`src/rtl/retry_scheduler.sv`:
```
// Retry scheduler: bounds how often each transfer ID may be retried through a pipeline.
//
// Retry requests from the pipeline end are checked against a per-ID retry budget. Requests
// within budget (or any request while limiting is disabled) are queued in order and replayed
// toward the pipeline start. Requests over budget are dropped and reported, and a sticky
// fatal flag is raised. A fresh issue of an ID restores its full budget.
//
// Ports:
//   clk_i, rst_ni                  clock, synchronous active-low reset
//   enable_i                       1 = retry limiting active, 0 = queue everything
//   issue_id_i / issue_valid_i     fresh issue, resets that ID's retry counter
//   retry_id_i / retry_valid_i /   incoming retry request (ready = queue not full)
//   retry_ready_o
//   retry_id_o / retry_valid_o /   scheduled retry toward the pipeline start
//   retry_ready_i
//   drop_id_o / drop_valid_o       one-cycle report of an over-budget retry
//   fatal_o / clear_i              sticky drop flag and its clear
//   pending_o                      queue occupancy
module retry_scheduler #(
   parameter int unsigned IDSize     = 4,
   parameter int unsigned MaxRetries = 3,
   parameter int unsigned FifoDepth  = 4
) (
   input  logic                       clk_i,
   input  logic                       rst_ni,
   input  logic                       enable_i,
   input  logic [IDSize-1:0]          issue_id_i,
   input  logic                       issue_valid_i,
   input  logic [IDSize-1:0]          retry_id_i,
   input  logic                       retry_valid_i,
   output logic                       retry_ready_o,
   output logic [IDSize-1:0]          retry_id_o,
   output logic                       retry_valid_o,
   input  logic                       retry_ready_i,
   output logic [IDSize-1:0]          drop_id_o,
   output logic                       drop_valid_o,
   output logic                       fatal_o,
   input  logic                       clear_i,
   output logic [$clog2(FifoDepth):0] pending_o
);

   localparam int unsigned NumIds = 2 ** IDSize;
   localparam int unsigned CntW   = $clog2(MaxRetries + 1);
   localparam int unsigned PtrW   = $clog2(FifoDepth);
   localparam int unsigned OccW   = PtrW + 1;

   localparam logic [CntW-1:0] MaxCnt   = CntW'(MaxRetries);
   localparam logic [OccW-1:0] DepthOcc = OccW'(FifoDepth);

   logic [CntW-1:0]   cnt_q [NumIds];
   logic [CntW-1:0]   cnt_d [NumIds];
   logic [IDSize-1:0] mem_q [FifoDepth];
   logic [PtrW-1:0]   wr_ptr_q, wr_ptr_d;
   logic [PtrW-1:0]   rd_ptr_q, rd_ptr_d;
   logic [OccW-1:0]   occ_q, occ_d;
   logic              drop_valid_q, drop_valid_d;
   logic [IDSize-1:0] drop_id_q, drop_id_d;
   logic              fatal_q, fatal_d;

   logic              full, empty;
   logic              accept, pop, push, drop, collide, at_limit;
   logic [CntW-1:0]   cur_cnt;

   // Full is taken from the registered occupancy only, so a pop in the same cycle
   // never makes room for a push.
   assign full    = (occ_q == DepthOcc);
   assign empty   = (occ_q == '0);
   assign accept  = retry_valid_i && !full;
   assign pop     = !empty && retry_ready_i;
   assign collide = issue_valid_i && accept && (issue_id_i == retry_id_i);
   assign cur_cnt = cnt_q[retry_id_i];
   assign at_limit = (cur_cnt >= MaxCnt);

   // A retry colliding with a fresh issue of the same ID belongs to the new issue,
   // so it is always queued and never charged against the budget.
   assign push = accept && (collide || !enable_i || !at_limit);
   assign drop = accept && enable_i && !collide && at_limit;

   always_comb begin
      cnt_d = cnt_q;
      if (accept && enable_i && !collide && !at_limit) begin
         cnt_d[retry_id_i] = cur_cnt + 1'b1;
      end
      // Issue reset is applied last so it wins over any increment to the same ID.
      if (issue_valid_i) begin
         cnt_d[issue_id_i] = '0;
      end
   end

   always_comb begin
      wr_ptr_d = wr_ptr_q;
      rd_ptr_d = rd_ptr_q;
      occ_d    = occ_q;
      if (push) begin
         wr_ptr_d = wr_ptr_q + 1'b1;
      end
      if (pop) begin
         rd_ptr_d = rd_ptr_q + 1'b1;
      end
      unique case ({push, pop})
         2'b10:   occ_d = occ_q + 1'b1;
         2'b01:   occ_d = occ_q - 1'b1;
         default: occ_d = occ_q;
      endcase
   end

   always_comb begin
      drop_valid_d = drop;
      drop_id_d    = drop ? retry_id_i : drop_id_q;
      fatal_d      = fatal_q;
      if (drop) begin
         fatal_d = 1'b1;
      end else if (clear_i) begin
         fatal_d = 1'b0;
      end
   end

   always_ff @(posedge clk_i) begin
      if (!rst_ni) begin
         for (int i = 0; i < NumIds; i++) begin
            cnt_q[i] <= '0;
         end
         for (int i = 0; i < FifoDepth; i++) begin
            mem_q[i] <= '0;
         end
         wr_ptr_q     <= '0;
         rd_ptr_q     <= '0;
         occ_q        <= '0;
         drop_valid_q <= 1'b0;
         drop_id_q    <= '0;
         fatal_q      <= 1'b0;
      end else begin
         cnt_q <= cnt_d;
         if (push) begin
            mem_q[wr_ptr_q] <= retry_id_i;
         end
         wr_ptr_q     <= wr_ptr_d;
         rd_ptr_q     <= rd_ptr_d;
         occ_q        <= occ_d;
         drop_valid_q <= drop_valid_d;
         drop_id_q    <= drop_id_d;
         fatal_q      <= fatal_d;
      end
   end

   assign retry_ready_o = !full;
   assign retry_valid_o = !empty;
   assign retry_id_o    = mem_q[rd_ptr_q];
   assign drop_valid_o  = drop_valid_q;
   assign drop_id_o     = drop_id_q;
   assign fatal_o       = fatal_q;
   assign pending_o     = occ_q;

endmodule

```
`config.mk`:
```
export PLATFORM = sky130hd
export DESIGN_NAME = retry_scheduler
export DESIGN_NICKNAME = d
export VERILOG_FILES = /design/src/rtl/retry_scheduler.sv
export SDC_FILE = /design/constraint.sdc
export NUM_CORES = 1
export LEC_CHECK = 0
export CAP_MARGIN = 20
export CORE_MARGIN = 1.5
export CORE_UTILIZATION = 40
export CTS_CLUSTER_SIZE = 20
export DETAILED_ROUTE_END_ITERATION = 6
export SLEW_MARGIN = 5
export SYNTH_ARGS = -nofsm -noshare
export SYNTH_HDL_FRONTEND = slang
export SYNTH_SLANG_ARGS = --single-unit
```
`constraint.sdc`:
```
create_clock -name clk_i -period 6.9 [get_ports clk_i]
set_input_delay 1.38 -clock clk_i [delete_from_list [all_inputs] [get_ports clk_i]]
set_output_delay 1.38 -clock clk_i [all_outputs]
set_load 0.02 [all_outputs]
```
==> metrics.txt, run 1 <==
run status finished clean; CTS buffer count 9; ANT nets after route 0; P_leak 1.278 nW; GRT overflow 0; Initial Util approximately two fifths; die footprint approximately 8600 um^2; sequential area share after synthesis 44.13%; non-filler cells, final 451; Top FF cell, synth dfxtp_1; Final Hold Viols 0; max_slew headroom 40.41%; P_sw just over 0.3 mW; WHS ~0.48 ns; DRC viols 0; Post-synth EDFFs 16; Hold Crit Class register to register; Clock power frac 32.0%; Fillers 742; drt wl/cell 18.29 um; Setup CP Type input pin to register; FP Rows 32; R2R Setup Slk around 3.6 ns; Int Power 0.6941 mW; RSZ-0062 raised after global routing no; Worst Tran Pin Value a little under 0.9 ns; crit path launch type input pin; Clock transition at path regs around 0.070 ns; final WL 8.247 mm; Post-CTS Setup Bufs 0; max cap viols 0; number of global-route vias before repair roughly 2,600; Hold-fix buffers, CTS 0; TritonRoute pass-1 iters 5; Max IR drop VDD 0.0001276 V; CTS tree done; Post-Synthesis Cells between 300 and 400; element type at the critical path end register; post-route minimum period between 5 and 6 ns; Clock Path Buffers 2; Synth-to-Final Area Change 15.77%; Max Fclk around 0.19 GHz; die span in y 92.73 um; Diodes inserted 0; Seq. cell area 1421 um^2; Logic pwr share between 20% and 30%; clock latency on the worst-skew pair 0.35 ns; Worst Path Required 7.18 ns; Die W slightly above 90 um; via count about 2,700; Pwr per Cell Area roughly 270 nW/um^2; final net count around 360; via/cell ratio 5.916; clock root cell clkbuf_8; # IOs 30; ys async rst share 0%; global-route wire length before repair 13.32 mm; TritonCTS Sinks 63; Syn Area/Cell 9.819 um^2; Max Slew Vio Count 0; Final Skew 0.006044 ns; setup TNS 0 ns; largest net degree at the start of global routing 28; Critical Path AT 5.67 ns; fin crit share 78.22%; Seq cells post-synth 63; CP Max Fanout 20; share of layout cells above drive strength 1 9.742%; Switching Share 30.76%; post-synth net total 346; Post-DP HPWL 5.956 mm; GRT Util Overall approximately a fifth; Seq pwr share 43.8%; YS warnings 0; routability cong. 0.8894; number of DRC markers in iteration 0 about 190; initial antenna violation count 0; Multi-input gate area ~1600 um^2; core box area 7767 um^2; final setup fails 0; DP Cell Count 435; cts repair resizes 0; Netlist Area Pre-Place approximately 3200 um^2; Port Buffers 29; H-tree depth 3; Unique masters post-synth 42
-- Yosys cell counts, types with 9 or more instances --
cell type	instances	area [um^2]
nand3_1	19	95.09
a21oi_1	34	170.2
clkbuf_1	12	45.04
nor2_1	20	75.07
buf_2	11	55.05
o31ai_1	10	75.07
edfxtp_1	16	480.5
dfxtp_1	47	940.9
nor3_1	11	55.05
a311oi_1	13	113.9
nand2_1	18	67.56
inv_1	10	37.54
o21ai_0	25	125.1
mux4_2	9	202.7
-- critical path, stage by stage --
cell and delay [ns]:
clkdlybuf4s50_1 1.05, buf_4 0.30, mux4_1 0.56, mux4_2 0.47, ha_1 0.27, inv_1 0.19, o211ai_1 0.14, o21ai_2 0.14
inv_1 0.14, ha_1 0.23, inv_1 0.08, fa_1 0.18, xor2_1 0.07, or3_1 0.30, a21oi_1 0.14
-- final cells by class --
class                   count  share of cell area (%)
multi-input cells         227                   43.59
clock inverters             6                   1.611
repair buffers             32                   8.389
clock buffers              10                   3.691
inverters                  11                   1.174
flip-flops and latches     63                   38.12
well taps                 102                   3.423
-- stage by stage --
| step | utilization, % | setup WS, ns | power [mW] | instance area, um^2 |
|---|---|---|---|---|
| 2_1_floorplan | - | 2.451 | 0.6024 | 3221 |
| 3_3_place_gp | 45.46 | 1.356 | 0.6877 | 3531 |
| 3_5_place_dp | 45.46 | 1.181 | 0.6891 | 3531 |
| 4_1_cts | 48.00 | 1.537 | 1.010 | 3729 |
| 5_1_grt | 48.00 | 1.241 | 1.052 | 3729 |
| 6_report | 48.00 | 1.503 | 1.002 | 3729 |
-- sequential cells by signal, summed over array words and instances (netlist names), named ones only --
name	count
rd_ptr_q	2
cnt_q	32
wr_ptr_q	2
pending_o	3
mem_q	16
drop_valid_o	1
fatal_o	1
drop_id_o	4
-- power groups by stage --
stage          Combinational [mW]  Clock [mW]  Sequential (mW)
6_report                    0.242       0.321            0.439
3_5_place_dp                0.241           0            0.448
5_1_grt                     0.264       0.344            0.444
3_3_place_gp                0.240           0            0.448
2_1_floorplan               0.159           0            0.444
4_1_cts                     0.242       0.328            0.440
-- logic make-up (layout without fill, tap and decap cells) --
kind of cell / count (synthesis) / count (layout) / synth area share [%]
mux: 18 / 18 / 11.11
fa+ha+maj: 3 / 3 / 1.399
buf+inv: 38 / 59 / 5.400
xor+xnor: 9 / 9 / 2.448
flops: 63 / 63 / 44.13
compound gates: 97 / 97 / 19.62
simple gates: 100 / 100 / 15.89
-- worst paths after layout --
check,startpoint,endpoint,depth (start not counted)
min reg2reg,fatal_o$_SDFFE_PN0P_,fatal_o$_SDFFE_PN0P_,2
max,retry_id_i[0],pending_o[2]$_SDFFE_PN0P_,15
max reg2reg,cnt_q[12]$_SDFF_PN0_,pending_o[2]$_SDFFE_PN0P_,15
min,fatal_o$_SDFFE_PN0P_,fatal_o$_SDFFE_PN0P_,2
-- routing by layer --
| metal | track usage, % | up-vias | routed length, um |
|---|---|---|---|
| li1 | - | 1277 | - |
| met1 | 25.06 | 1281 | 3451 |
| met2 | 34.01 | 90 | 4048 |
| met3 | 5.090 | 20 | 504 |
| met4 | 9.975 | 0 | 242 |
| met5 | 0 | - | 0 |
-- layout by cell type (no fill, tap or decap), types with 3 or more instances in the layout --
master,n
o2111ai_1,4
and3_1,7
buf_4,3
edfxtp_1,16
nor2b_1,4
mux4_1,4
a311oi_1,13
xnor2_1,6
a21oi_1,34
xor2_1,3
mux4_2,9
clkbuf_8,10
nor3_1,11
nor4b_1,3
o2111a_1,4
clkdlybuf4s50_1,29
nand2b_1,6
nor2_1,20
nand3_1,19
clkinv_2,3
mux2i_1,5
o21ai_0,25
o31ai_1,10
dfxtp_1,47
and2_1,3
nand2_1,18
inv_1,10
No activity file was read; power rests on OpenSTA's default activity.
==> run 2, diff against run 1 <==
==> constraint.sdc (replaced) <==
create_clock -name clk_i -period 4.94 [get_ports clk_i]
set_input_delay 0.988 -clock clk_i [delete_from_list [all_inputs] [get_ports clk_i]]
set_output_delay 0.988 -clock clk_i [all_outputs]
set_load 0.02 [all_outputs]
==> metrics.txt, run 2 (synthesized netlist as in run 1, its figures left out) <==
Final Hold Viols 0 (unchanged); run status finished clean (unchanged); max cap viols 0 (unchanged); GRT met3 Usage 5.090% (unchanged); Power Total 1.327 mW (was 1.002 mW); initial antenna violation count 0 (unchanged); M2 GR Usage 33.09% (was 34.01%); FF-to-FF Start cnt_q[24]$_SDFF_PN0_ (was cnt_q[12]$_SDFF_PN0_); RSZ-0062 raised after global routing no (unchanged); Max Slew Vio Count 0 (unchanged); core box area 7767 um^2 (unchanged); commonest non-fill, non-tap cell in the layout dfxtp_1 (unchanged); Clock transition at path regs 0.07 ns (about the same); max_slew headroom 33.45% (was 40.41%); Pwr per Cell Area 355.8 nW/um^2 (was 268.8 nW/um^2); Final Util 48.03% (was 48.00%); via/cell ratio 5.954 (was 5.916); Max Fclk 0.2260 GHz; Fillers 737 (was 742); Hold-fix buffers, CTS 0 (unchanged); number of global-route vias before repair 2,615 (was 2,564); die span in y 92.73 um (unchanged); Worst Path Required 5.21 ns (was 7.18 ns); Diodes inserted 0 (unchanged); Setup CP Type input pin to register (unchanged); CTS buffer count 9 (unchanged); clock latency on the worst-skew pair 0.34 ns (was 0.35 ns); CP Max Fanout 14 (was 20); share of layout cells above drive strength 1 10.42% (was 9.742%); final setup fails 0 (unchanged); Hold Crit Class register to register (unchanged); routability cong. 0.8647 (was 0.8894); Worst Tran Pin Value 0.9951 ns (was 0.8911 ns); Synth-to-Final Area Change 15.85% (was 15.77%); drt wl/cell 18.55 um (was 18.29 um); cts repair resizes 0 (unchanged); Critical Path AT 4.69 ns (was 5.67 ns); post-route minimum period between 4 and 5 ns; Final Skew 0.006872 ns (was 0.006044 ns); crit path launch type input pin (unchanged); non-filler cells, final 457 (was 451); most frequent cells in the layout dfxtp_1, a21oi_1, clkdlybuf4s50_1, o21ai_0, nor2_1 (unchanged); P_leak 1.294 nW (was 1.278 nW); final net count 368 (was 362); Post-DP HPWL 6.030 mm (was 5.956 mm); worst min-delay path endpoint fatal_o$_SDFFE_PN0P_ (unchanged); Port Buffers 29 (unchanged); H-tree depth 3 (unchanged); largest reg by FF count cnt_q (unchanged); r2r worst-path depth 15 (unchanged); Max IR drop VDD 0.0001741 V (was 0.0001276 V); via count 2,721 (was 2,668); final WL 8.477 mm (was 8.247 mm); DRC viols 0 (unchanged); R2R Setup Slk 1.72 ns (was 3.57 ns); Clock Path Buffers 2 (unchanged); FP Rows 32 (unchanged); die footprint 8599 um^2 (unchanged); Die W 92.73 um (unchanged); clock root cell clkbuf_8 (unchanged); setup TNS 0 ns (unchanged); reg-to-reg endpoint pending_o[2]$_SDFFE_PN0P_ (unchanged); element type at the critical path end register (unchanged); grt peak-use layer met2 (unchanged); pre-CTS setup slack 0.2099 ns (was 1.181 ns); Worst Hold Depth 2 (unchanged); Initial Util 41.46% (unchanged); ANT nets after route 0 (unchanged); hold_sp fatal_o$_SDFFE_PN0P_ (unchanged); fin crit share 89.57%; post-route setup slack 0.5151 ns (was 1.503 ns); GRT overflow 0 (unchanged); GR Util met1 25.61% (was 25.06%); TritonCTS Sinks 63 (unchanged); # IOs 30 (unchanged); CTS tree done (unchanged); largest net degree at the start of global routing 28 (unchanged); TritonRoute pass-1 iters 5 (unchanged); max FFs per register 32 (unchanged); number of DRC markers in iteration 0 227 (was 189); Post-CTS Setup Bufs 0 (unchanged); GRT Util Overall 20.73% (was 20.60%); DP Cell Count 441 (was 435); global-route wire length before repair 13.48 mm (was 13.32 mm)
[run 2: changes by cell type in the layout (fill, tap and decap cells not counted)]
cell,before,now
buf_4,3,9
clkinv_1,0,2
clkinvlp_4,2,0
bufinv_16,1,0
clkbuf_1,0,1
clkbuf_8,10,9
clkinv_2,3,4
[run 2: where the power goes]
| group | internal [mW] | total [mW] | switching, mW |
|---|---|---|---|
| Combinational | 0.156 | 0.349 | 0.193 |
| Clock | 0.175 | 0.367 | 0.192 |
| Sequential | 0.573 | 0.612 | 0.0383 |
[run 2: critical path, stage by stage]
cell	delay (ns)
clkdlybuf4s50_1	0.85
mux4_2	0.34
a22oi_2	0.09
and3_4	0.22
inv_4	0.15
ha_1	0.19
inv_1	0.11
o211ai_1	0.23
o21ai_2	0.14
inv_1	0.13
ha_1	0.20
inv_1	0.06
fa_1	0.37
xor2_1	0.16
or3_1	0.32
a21oi_1	0.14
[run 2: through the flow]
step                cell area, um^2  hold slack, ns
global placement               3576          0.4547
CTS                            3731          0.4718
detailed placement             3576          0.4626
global route                   3731          0.4877
finish                         3731          0.4712
floorplan                      3221          0.4392
[run 2: worst max-delay path by stage]
stage	startpoint	endpoint	slack [ns]	depth (start not counted)
after floorplan	retry_id_i[0]	pending_o[2]$_SDFFE_PN0P_	0.88	16
after global placement	retry_id_i[1]	pending_o[2]$_SDFFE_PN0P_	0.34	16
after detailed placement	retry_id_i[1]	pending_o[2]$_SDFFE_PN0P_	0.21	16
after CTS	retry_id_i[1]	pending_o[2]$_SDFFE_PN0P_	0.55	16
after global routing	retry_id_i[1]	pending_o[2]$_SDFFE_PN0P_	0.26	16
final	retry_id_i[1]	pending_o[2]$_SDFFE_PN0P_	0.52	16
[run 2: routing by layer]
| metal | part of all wire, % | vias up |
|---|---|---|
| met5 | 0 | - |
| met4 | 4.7 | 0 |
| met3 | 7.4 | 32 |
| met2 | 47 | 137 |
| met1 | 41 | 1265 |
| li1 | - | 1287 |
[run 2: final cells by class]
| cell class | count | area, um^2 | area share (%) |
|---|---|---|---|
| clock buffer | 10 | 127.6 | 3.421 |
| clock inverter | 6 | 27.53 | 0.7378 |
| inverter | 11 | 43.79 | 1.174 |
| multi-input combinational | 227 | 1625 | 43.56 |
| sequential | 63 | 1421 | 38.10 |
| tap | 102 | 127.6 | 3.421 |
| timing repair buffer | 38 | 357.8 | 9.591 |
==> run 3, diff against run 2 <==
--- a/config.mk
+++ b/config.mk
@@ -10,6 +10,7 @@
 export CORE_UTILIZATION = 40
 export CTS_CLUSTER_SIZE = 20
 export DETAILED_ROUTE_END_ITERATION = 6
+export REMOVE_ABC_BUFFERS = 1
 export SLEW_MARGIN = 5
 export SYNTH_ARGS = -nofsm -noshare
 export SYNTH_HDL_FRONTEND = slang
==> metrics.txt, run 3 (synthesized netlist as in run 1, its figures left out) <==
run status finished clean (unchanged); FF-to-FF Start cnt_q[21]$_SDFF_PN0_ (was cnt_q[24]$_SDFF_PN0_); Hold-fix buffers, CTS 0 (unchanged); clock root cell clkbuf_8 (unchanged); H-tree depth 3 (unchanged); Final Hold Viols 0 (unchanged); Pwr per Cell Area 395.2 nW/um^2 (was 355.8 nW/um^2); GRT Util Overall 20.65% (was 20.73%); Diodes inserted 0 (unchanged); P_sw 0.4204 mW (was 0.4230 mW); hold_sp fatal_o$_SDFFE_PN0P_ (unchanged); final setup fails 0 (unchanged); Worst Path Required 5.21 ns (about the same); TritonRoute pass-1 iters 4 (was 5); P_leak 1.331 nW (was 1.294 nW); number of global-route vias before repair 2,681 (was 2,615); Top delay family on crit path buffers and inverters (unchanged); number of DRC markers in iteration 0 172 (was 227); R2R Setup Slk 1.66 ns (was 1.72 ns); reg-to-reg endpoint pending_o[2]$_SDFFE_PN0P_ (unchanged); CP Launch Point retry_id_i[1] (unchanged); max_slew headroom 40.43% (was 33.45%); Seq pwr share 40.5% (was 46.1%); Most Frequent Cell on Critical Path inv_1 (unchanged); largest reg by FF count cnt_q (unchanged); via count 2,711 (was 2,721); Logic pwr share 22.4% (was 26.3%); Buf+Inv Stages, Crit Path 5 (unchanged); initial antenna violation count 0 (unchanged); Max Slew Vio Count 0 (unchanged); fin crit share 90.63% (was 89.57%); Power Total 1.513 mW (was 1.327 mW); die footprint 8599 um^2 (unchanged); TritonCTS Sinks 63 (unchanged); FP Rows 32 (unchanged); Cell Chain, Critical Path clkdlybuf4s50_1, buf_4, mux4_2, mux4_2, ha_1, inv_1, o211ai_1, o21ai_2, inv_1, ha_1, inv_1, fa_1, xor2_1, or3_1, a21oi_1 (was clkdlybuf4s50_1, mux4_2, a22oi_2, and3_4, inv_4, ha_1, inv_1, o211ai_1, o21ai_2, inv_1, ha_1, inv_1, fa_1, xor2_1, or3_1, a21oi_1); final net count 366 (was 368); drt wl/cell 18.02 um (was 18.55 um); final WL 8.197 mm (was 8.477 mm); GRT overflow 0 (unchanged); Post-DP HPWL 5.878 mm (was 6.030 mm); Port Buffers 29 (unchanged); Die W 92.73 um (unchanged); Worst Tran Pin Value 0.8907 ns (was 0.9951 ns); Int Power 1.093 mW (was 0.9044 mW); CTS tree done (unchanged); Setup CP Type input pin to register (unchanged); CTS buffer count 9 (unchanged); share of layout cells above drive strength 1 10.20% (was 10.42%); Worst Hold Depth 2 (unchanged); crit path launch type input pin (unchanged); setup TNS 0 ns (unchanged); element type at the critical path end register (unchanged); global-route wire length before repair 13.61 mm (was 13.48 mm); commonest non-fill, non-tap cell in the layout dfxtp_1 (unchanged); Post-CTS Setup Bufs 0 (unchanged); ANT nets after route 0 (unchanged); Hold Crit Class register to register (unchanged); Synth-to-Final Area Change 18.88% (was 15.85%); Max Fclk 0.2234 GHz (was 0.2260 GHz); DRC viols 0 (unchanged); slowest stage cell, crit path clkdlybuf4s50_1 (unchanged); Clock power frac 37.1% (was 27.6%); Clock Path Buffers 2 (unchanged); # IOs 30 (unchanged); WHS 0.4725 ns (was 0.4712 ns); Switching Share 27.78% (was 31.87%); Final Skew 0.006977 ns (was 0.006872 ns); Initial Util 41.46% (unchanged); Critical Path AT 4.74 ns (was 4.69 ns); cts repair resizes 0 (unchanged); clock latency on the worst-skew pair 0.34 ns (about the same); r2r worst-path depth 13 (was 15); Clock transition at path regs 0.07 ns (about the same); post-route minimum period 4.477 ns (was 4.425 ns); core box area 7767 um^2 (unchanged); RSZ-0062 raised after global routing no (unchanged); Max IR drop VDD 0.0002734 V (was 0.0001741 V); CP Max Fanout 13 (was 14); via/cell ratio 5.958 (was 5.954); max cap viols 0 (unchanged); max FFs per register 32 (unchanged); Worst path max stage delay 0.86 ns (was 0.85 ns); Final Util 49.29% (was 48.03%); die span in y 92.73 um (unchanged); worst min-delay path endpoint fatal_o$_SDFFE_PN0P_ (unchanged); largest net degree at the start of global routing 28 (unchanged); routability cong. 0.8823 (was 0.8647); most frequent cells in the layout dfxtp_1, a21oi_1, clkdlybuf4s50_1, o21ai_0, nor2_1 (unchanged)
run 3: changes by cell type in the layout (fill, tap and decap cells not counted):
cell / change
bufinv_16: +3
clkinv_2: -4
clkbuf_16: +1
buf_4: -3
clkinv_4: +1
clkinv_1: -1
buf_12: +1
run 3: power groups by stage:
stage | Combinational [mW] | Clock, mW | Sequential [mW]
2_1_floorplan | 0.196 | 0 | 0.626
6_report | 0.339 | 0.562 | 0.612
3_3_place_gp | 0.336 | 0 | 0.624
4_1_cts | 0.340 | 0.575 | 0.613
5_1_grt | 0.369 | 0.598 | 0.618
3_5_place_dp | 0.339 | 0 | 0.624
run 3: cell type report:
type	count	area, um^2
well taps	102	127.6
inverters	11	43.79
clock buffers	11	152.6
fillers	759	3939
flip-flops and latches	63	1421
repair buffers	36	355.3
multi-input cells	227	1625
clock inverters	5	102.6
run 3: metrics by stage:
step | std cells | setup WS (ns) | instance area [um^2]
2_1_floorplan | 301 | 1.246 | 3090
3_3_place_gp | 439 | 0.2538 | 3573
3_5_place_dp | 439 | 0.1320 | 3573
4_1_cts | 455 | 0.4845 | 3829
5_1_grt | 455 | 0.2098 | 3829
6_report | 455 | 0.4630 | 3829
run 3: layer usage:
layer  share of wire, %  global-route usage, %  wire [um]  up-vias
met1                 42                  25.89       3469     1287
met3                7.0                  4.516        574       19
met4                2.5                  10.23        207        0
li1                   -                      -          -     1281
met2                 48                  33.52       3946      124
met5                  0                      0          0        -
run 3: worst max-delay path by stage:
stage	to	cells past startpoint
after floorplan	pending_o[2]$_SDFFE_PN0P_	15
after global placement	pending_o[2]$_SDFFE_PN0P_	15
after detailed placement	pending_o[2]$_SDFFE_PN0P_	15
after CTS	pending_o[2]$_SDFFE_PN0P_	15
after global routing	pending_o[2]$_SDFFE_PN0P_	15
final	pending_o[2]$_SDFFE_PN0P_	15
run 3: worst register-to-register path, stage by stage (launching register included):
cell and delay [ns]:
dfxtp_1 0.31, mux4_1 0.56, mux4_2 0.50, ha_1 0.28, inv_1 0.18, o211ai_1 0.13, o21ai_2 0.14, inv_1 0.14
ha_1 0.22, inv_1 0.07, fa_1 0.17, xor2_1 0.08, or3_1 0.30, a21oi_1 0.13
